## config.mk

```make
export PLATFORM = sky130hd
export DESIGN_NAME = serial_add_ctrl
export DESIGN_NICKNAME = d
export VERILOG_FILES = /design/src/rtl/serial_add_pkg.sv /design/src/rtl/Fa.sv /design/src/rtl/serial_add_ctrl.sv
export SDC_FILE = /design/constraint.sdc
export NUM_CORES = 1
export LEC_CHECK = 0
export ABC_AREA = 1
export CORE_MARGIN = 2
export CORE_UTILIZATION = 45
export DETAILED_ROUTE_END_ITERATION = 8
export GPL_ROUTABILITY_DRIVEN = 0
export PLACE_DENSITY = 0.69
export SYNTH_ARGS = -nofsm -noshare
export SYNTH_HDL_FRONTEND = slang
export SYNTH_HIERARCHICAL = 1
export SYNTH_SLANG_ARGS = --single-unit
```

## constraint.sdc

```tcl
create_clock -name clk -period 2.11 [get_ports clk]
set_clock_uncertainty 0.15 [all_clocks]
set_input_delay 0.5275 -clock clk [delete_from_list [all_inputs] [get_ports clk]]
set_output_delay 0.5275 -clock clk [all_outputs]
set_load 0.02 [all_outputs]
```

## src/rtl/serial_add_pkg.sv

```systemverilog
// rtl/serial_add_pkg.sv - shared types and defaults for the bit-serial adder
package serial_add_pkg;

  localparam int SERIAL_ADD_WIDTH = 8;

  typedef enum logic [1:0] {
    IDLE = 2'd0,
    RUN  = 2'd1,
    DONE = 2'd2
  } state_e;

endpackage

```

## src/rtl/Fa.sv

```systemverilog
// rtl/Fa.sv - one-bit full adder shared by every bit position of the serial add
module Fa (
  input  logic a_in,
  input  logic b_in,
  input  logic c_in,
  output logic sum,
  output logic carry
);

  assign sum   = a_in ^ b_in ^ c_in;
  assign carry = (a_in & b_in) | (c_in & (a_in ^ b_in));

endmodule

```

## src/rtl/serial_add_ctrl.sv

```systemverilog
// rtl/serial_add_ctrl.sv - LSB-first serial adder sequencer around a single Fa
// Optional subtract mode (sub_in port) enabled by defining SERIAL_ADD_SUB_EN.
module serial_add_ctrl
  import serial_add_pkg::*;
#(
  parameter int WIDTH = SERIAL_ADD_WIDTH
) (
  input  logic             clk,
  input  logic             rst_n,
  input  logic             start_in,
  input  logic [WIDTH-1:0] a_in,
  input  logic [WIDTH-1:0] b_in,
  input  logic             c_in,
`ifdef SERIAL_ADD_SUB_EN
  input  logic             sub_in,
`endif
  output logic             ready_out,
  output logic             done_out,
  output logic [WIDTH-1:0] sum_out,
  output logic             carry_out
);

  localparam int CW = $clog2(WIDTH);
  localparam logic [CW-1:0] LAST = CW'(WIDTH - 1);

  state_e           state;
  logic [WIDTH-1:0] a_sh;
  logic [WIDTH-1:0] b_sh;
  logic [WIDTH-1:0] res_sh;
  logic             carry_reg;
  logic [CW-1:0]    cnt;

  logic [WIDTH-1:0] b_cap;
  logic             c_cap;
  logic             fa_sum;
  logic             fa_carry;

  // Subtraction is a + ~b + 1, so only the captured B and carry-in differ.
`ifdef SERIAL_ADD_SUB_EN
  assign b_cap = sub_in ? ~b_in : b_in;
  assign c_cap = sub_in | c_in;
`else
  assign b_cap = b_in;
  assign c_cap = c_in;
`endif

  Fa u_fa (
    .a_in  (a_sh[0]),
    .b_in  (b_sh[0]),
    .c_in  (carry_reg),
    .sum   (fa_sum),
    .carry (fa_carry)
  );

  always_ff @(posedge clk or negedge rst_n) begin
    if (!rst_n) begin
      state     <= IDLE;
      a_sh      <= '0;
      b_sh      <= '0;
      res_sh    <= '0;
      carry_reg <= 1'b0;
      cnt       <= '0;
      ready_out <= 1'b1;
      done_out  <= 1'b0;
      sum_out   <= '0;
      carry_out <= 1'b0;
    end else begin
      case (state)
        IDLE: begin
          done_out <= 1'b0;
          if (start_in) begin
            a_sh      <= a_in;
            b_sh      <= b_cap;
            carry_reg <= c_cap;
            cnt       <= '0;
            res_sh    <= '0;
            ready_out <= 1'b0;
            state     <= RUN;
          end
        end
        RUN: begin
          res_sh    <= {fa_sum, res_sh[WIDTH-1:1]};
          carry_reg <= fa_carry;
          a_sh      <= a_sh >> 1;
          b_sh      <= b_sh >> 1;
          // Hold the counter at terminal count so it never starts a second pass.
          if (cnt == LAST) begin
            sum_out   <= {fa_sum, res_sh[WIDTH-1:1]};
            carry_out <= fa_carry;
            done_out  <= 1'b1;
            state     <= DONE;
          end else begin
            cnt <= cnt + 1'b1;
          end
        end
        DONE: begin
          done_out  <= 1'b0;
          ready_out <= 1'b1;
          state     <= IDLE;
        end
        default: begin
          done_out  <= 1'b0;
          ready_out <= 1'b1;
          state     <= IDLE;
        end
      endcase
    end
  end

endmodule
```

==> impl_metrics.tcl <==
set metrics [dict create \
    outcome "completed" \
    drt-initial-drc-count 91 \
    antenna_found_initial 0 \
    critPathTopFamily "buffers and inverters" \
    initial_utilization 0.461 \
    worstSetupPathType "flip-flop to output pin" \
    dieArea_um2 4980 \
    cp_slowest_stage_delay_ns 0.60 \
    hold_viol_final 0 \
    syn2layout_area_growth_pct 19.5 \
    synthDistinctLibCells 21 \
    syn_inst 227 \
    worstSetupStartpointType "flip-flop" \
    drv_cap 0 \
    reg2regPathDepth 8 \
    wl_um 3630 \
    cts.hold.buffers_added 0 \
    p_leak_nw 1.24 \
    firstDrtPassIters 4 \
    arrival_ns 1.24 \
    overflow 0 \
    whs_ns 0.141 \
    hold_class "input pin to async pin" \
    top_usage_layer "met2" \
    num_rows 24 \
    use_met3 0.0427 \
    crit_path_top_delay_cell "clkdlybuf4s50_1" \
    final_antenna_net_count 0 \
    max-clock-path-buffers 2 \
    syn_avg_cell_area_um2 8.78 \
    drc_errors 0 \
    fin_tns_setup_ns 0 \
    async_flop_share 1.00 \
    synth.cell_area_um2 1990 \
    tightest_slew_ns 0.496 \
    yosysTopAreaCellShare 0.490 \
    worst_slack_ns 0.188 \
    place_hpwl_um 2440 \
    syn-num-nets 250 \
    period_needed_ns 1.92 \
    ys_seq_area_frac 0.503 \
    vias 1498 \
    root_buffer "clkbuf_8" \
    antenna_cells 0 \
    use_met2 0.273 \
    ios 31 \
    synth_flop_cell "dfrtp_1" \
    post-place-ws_ns 0.243 \
    cts_tree "built" \
    cts_inserted_buffers 5 \
    endpoint_kind "output pin" \
    drt-wirelength-per-cell_um 11.7 \
    max_slew_margin 0.670 \
    numPortBuffers 30 \
    track_usage 0.163 \
    largest_registers "a_sh (8), b_sh (8), sum_out (8)" \
    grt_pass1_wl_um 6510 \
    drive_gt1_frac 0.143 \
    die-height_um 70.6 \
    clk_pin_slew_ns 0.08 \
    grt_max_degree 41 \
    synth_warnings 6 \
    setup_viol 0 \
    cp_num_cells 1 \
    powerDensity_nw_per_um2 1520 \
    final.fill_count 422 \
    yosysMostFrequentCell "nand2_1" \
    grt_pass1_vias 1465 \
    final_nets 280 \
    core-area_um2 4320 \
    synth_edf_count 0 \
    fin_crit_sh 0.911 \
    use_met1 0.217 \
    cp_max_fo 2 \
    clock.fmax_ghz 0.520 \
    rsz0062_at_grt "false" \
    synthTopCellsByCount "nand2_1 (58), nand3_1 (44), dfrtp_1 (39), inv_1 (38), o21ai_2 (14)" \
    synth.area.top_cells "dfrtp_1 (49%), nand3_1 (11%), nand2_1 (11%)" \
    cts.sinks 40 \
    cts_max_level 2 \
    path_cells "clkdlybuf4s50_1" \
    yosysTopAreaCell "dfrtp_1" \
    crit_required_ns 1.43 \
    worstSkewPairLatency_ns 0.29 \
    ir_drop_uv 538 \
    drv_slew 0 \
    crit_buf_inv 1 \
    ys_ff_latch 40 \
    via_per_inst 4.83 \
    die_w_um 70.6 \
]
kinds of logic (layout without fill, tap and decap cells):
logic type	Yosys count	count (layout)	synth area share
simple gates	117	117	0.273
buf+inv	51	82	0.135
flops	40	40	0.503
compound gates	16	16	0.0665
fa+ha+maj	3	3	0.0226
metrics by stage:
| stage | cells | instance area, µm² | total power [mW] | util |
|---|---|---|---|---|
| 4_1_cts | 310 | 2380 | 3.66 | 0.550 |
| 3_5_place_dp | 302 | 2270 | 3.03 | 0.524 |
| 2_1_floorplan | 227 | 1990 | 2.72 | - |
| 6_report | 310 | 2380 | 3.61 | 0.551 |
| 3_3_place_gp | 302 | 2270 | 2.98 | 0.524 |
| 5_1_grt | 310 | 2380 | 3.94 | 0.551 |
layout make-up:
type,count,area (µm²),area share
clock inverters,3,42.5,0.0179
inverters,40,153,0.0641
multi-input cells,136,722,0.303
repair buffers,34,328,0.138
well taps,52,65.1,0.0273
clock buffers,5,68.8,0.0289
flip-flops and latches,40,1000,0.421
routing by layer:
layer | part of all wire | vias up
met5 | 0 | -
met4 | 0.0052 | 0
met2 | 0.50 | 34
met3 | 0.044 | 2
li1 | - | 760
met1 | 0.45 | 702
path summary, 6_finish.rpt:
path	from	end	slack, ns
worst max-delay path	carry_out	carry_out	0.19
worst min-delay path	rst_n	cnt[0]	0.14
worst max register to register	cnt[0]	carry_out	0.42
worst min register to register	sum_out[7]	sum_out[7]	0.33
max in group asynchronous	rst_n	ready_out	1.31
min in group clk	sum_out[7]	sum_out[7]	0.33
placed cells by master, fill, tap and decap left out:
cell type,instances
buf_2,1
buf_4,4
bufinv_16,1
clkbuf_8,5
clkdlybuf4s50_1,28
clkinv_2,1
clkinvlp_4,1
dfrtp_1,39
dfstp_2,1
dlymetal6s2s_1,1
fa_1,1
ha_1,2
inv_1,38
inv_2,1
inv_4,1
nand2_1,58
nand2_2,1
nand2_4,4
nand3_1,44
nand3_2,2
nand4_1,2
nor2_1,6
o21ai_0,2
o21ai_2,14
power by group:
part / leakage, nW / internal, mW / switching, mW
registers: 0.500 / 1.12 / 0.190
clock network: 0.0541 / 0.350 / 0.260
logic: 0.689 / 0.675 / 1.01
repair_timing:
| item | 4_1_cts | 5_1_grt |
|---|---|---|
| resized for setup | 0 | 1 |
| buffers inserted | 0 | 0 |
| setup endpoints to repair | 0 | 1 |
Power figures use the tool's default switching activity.
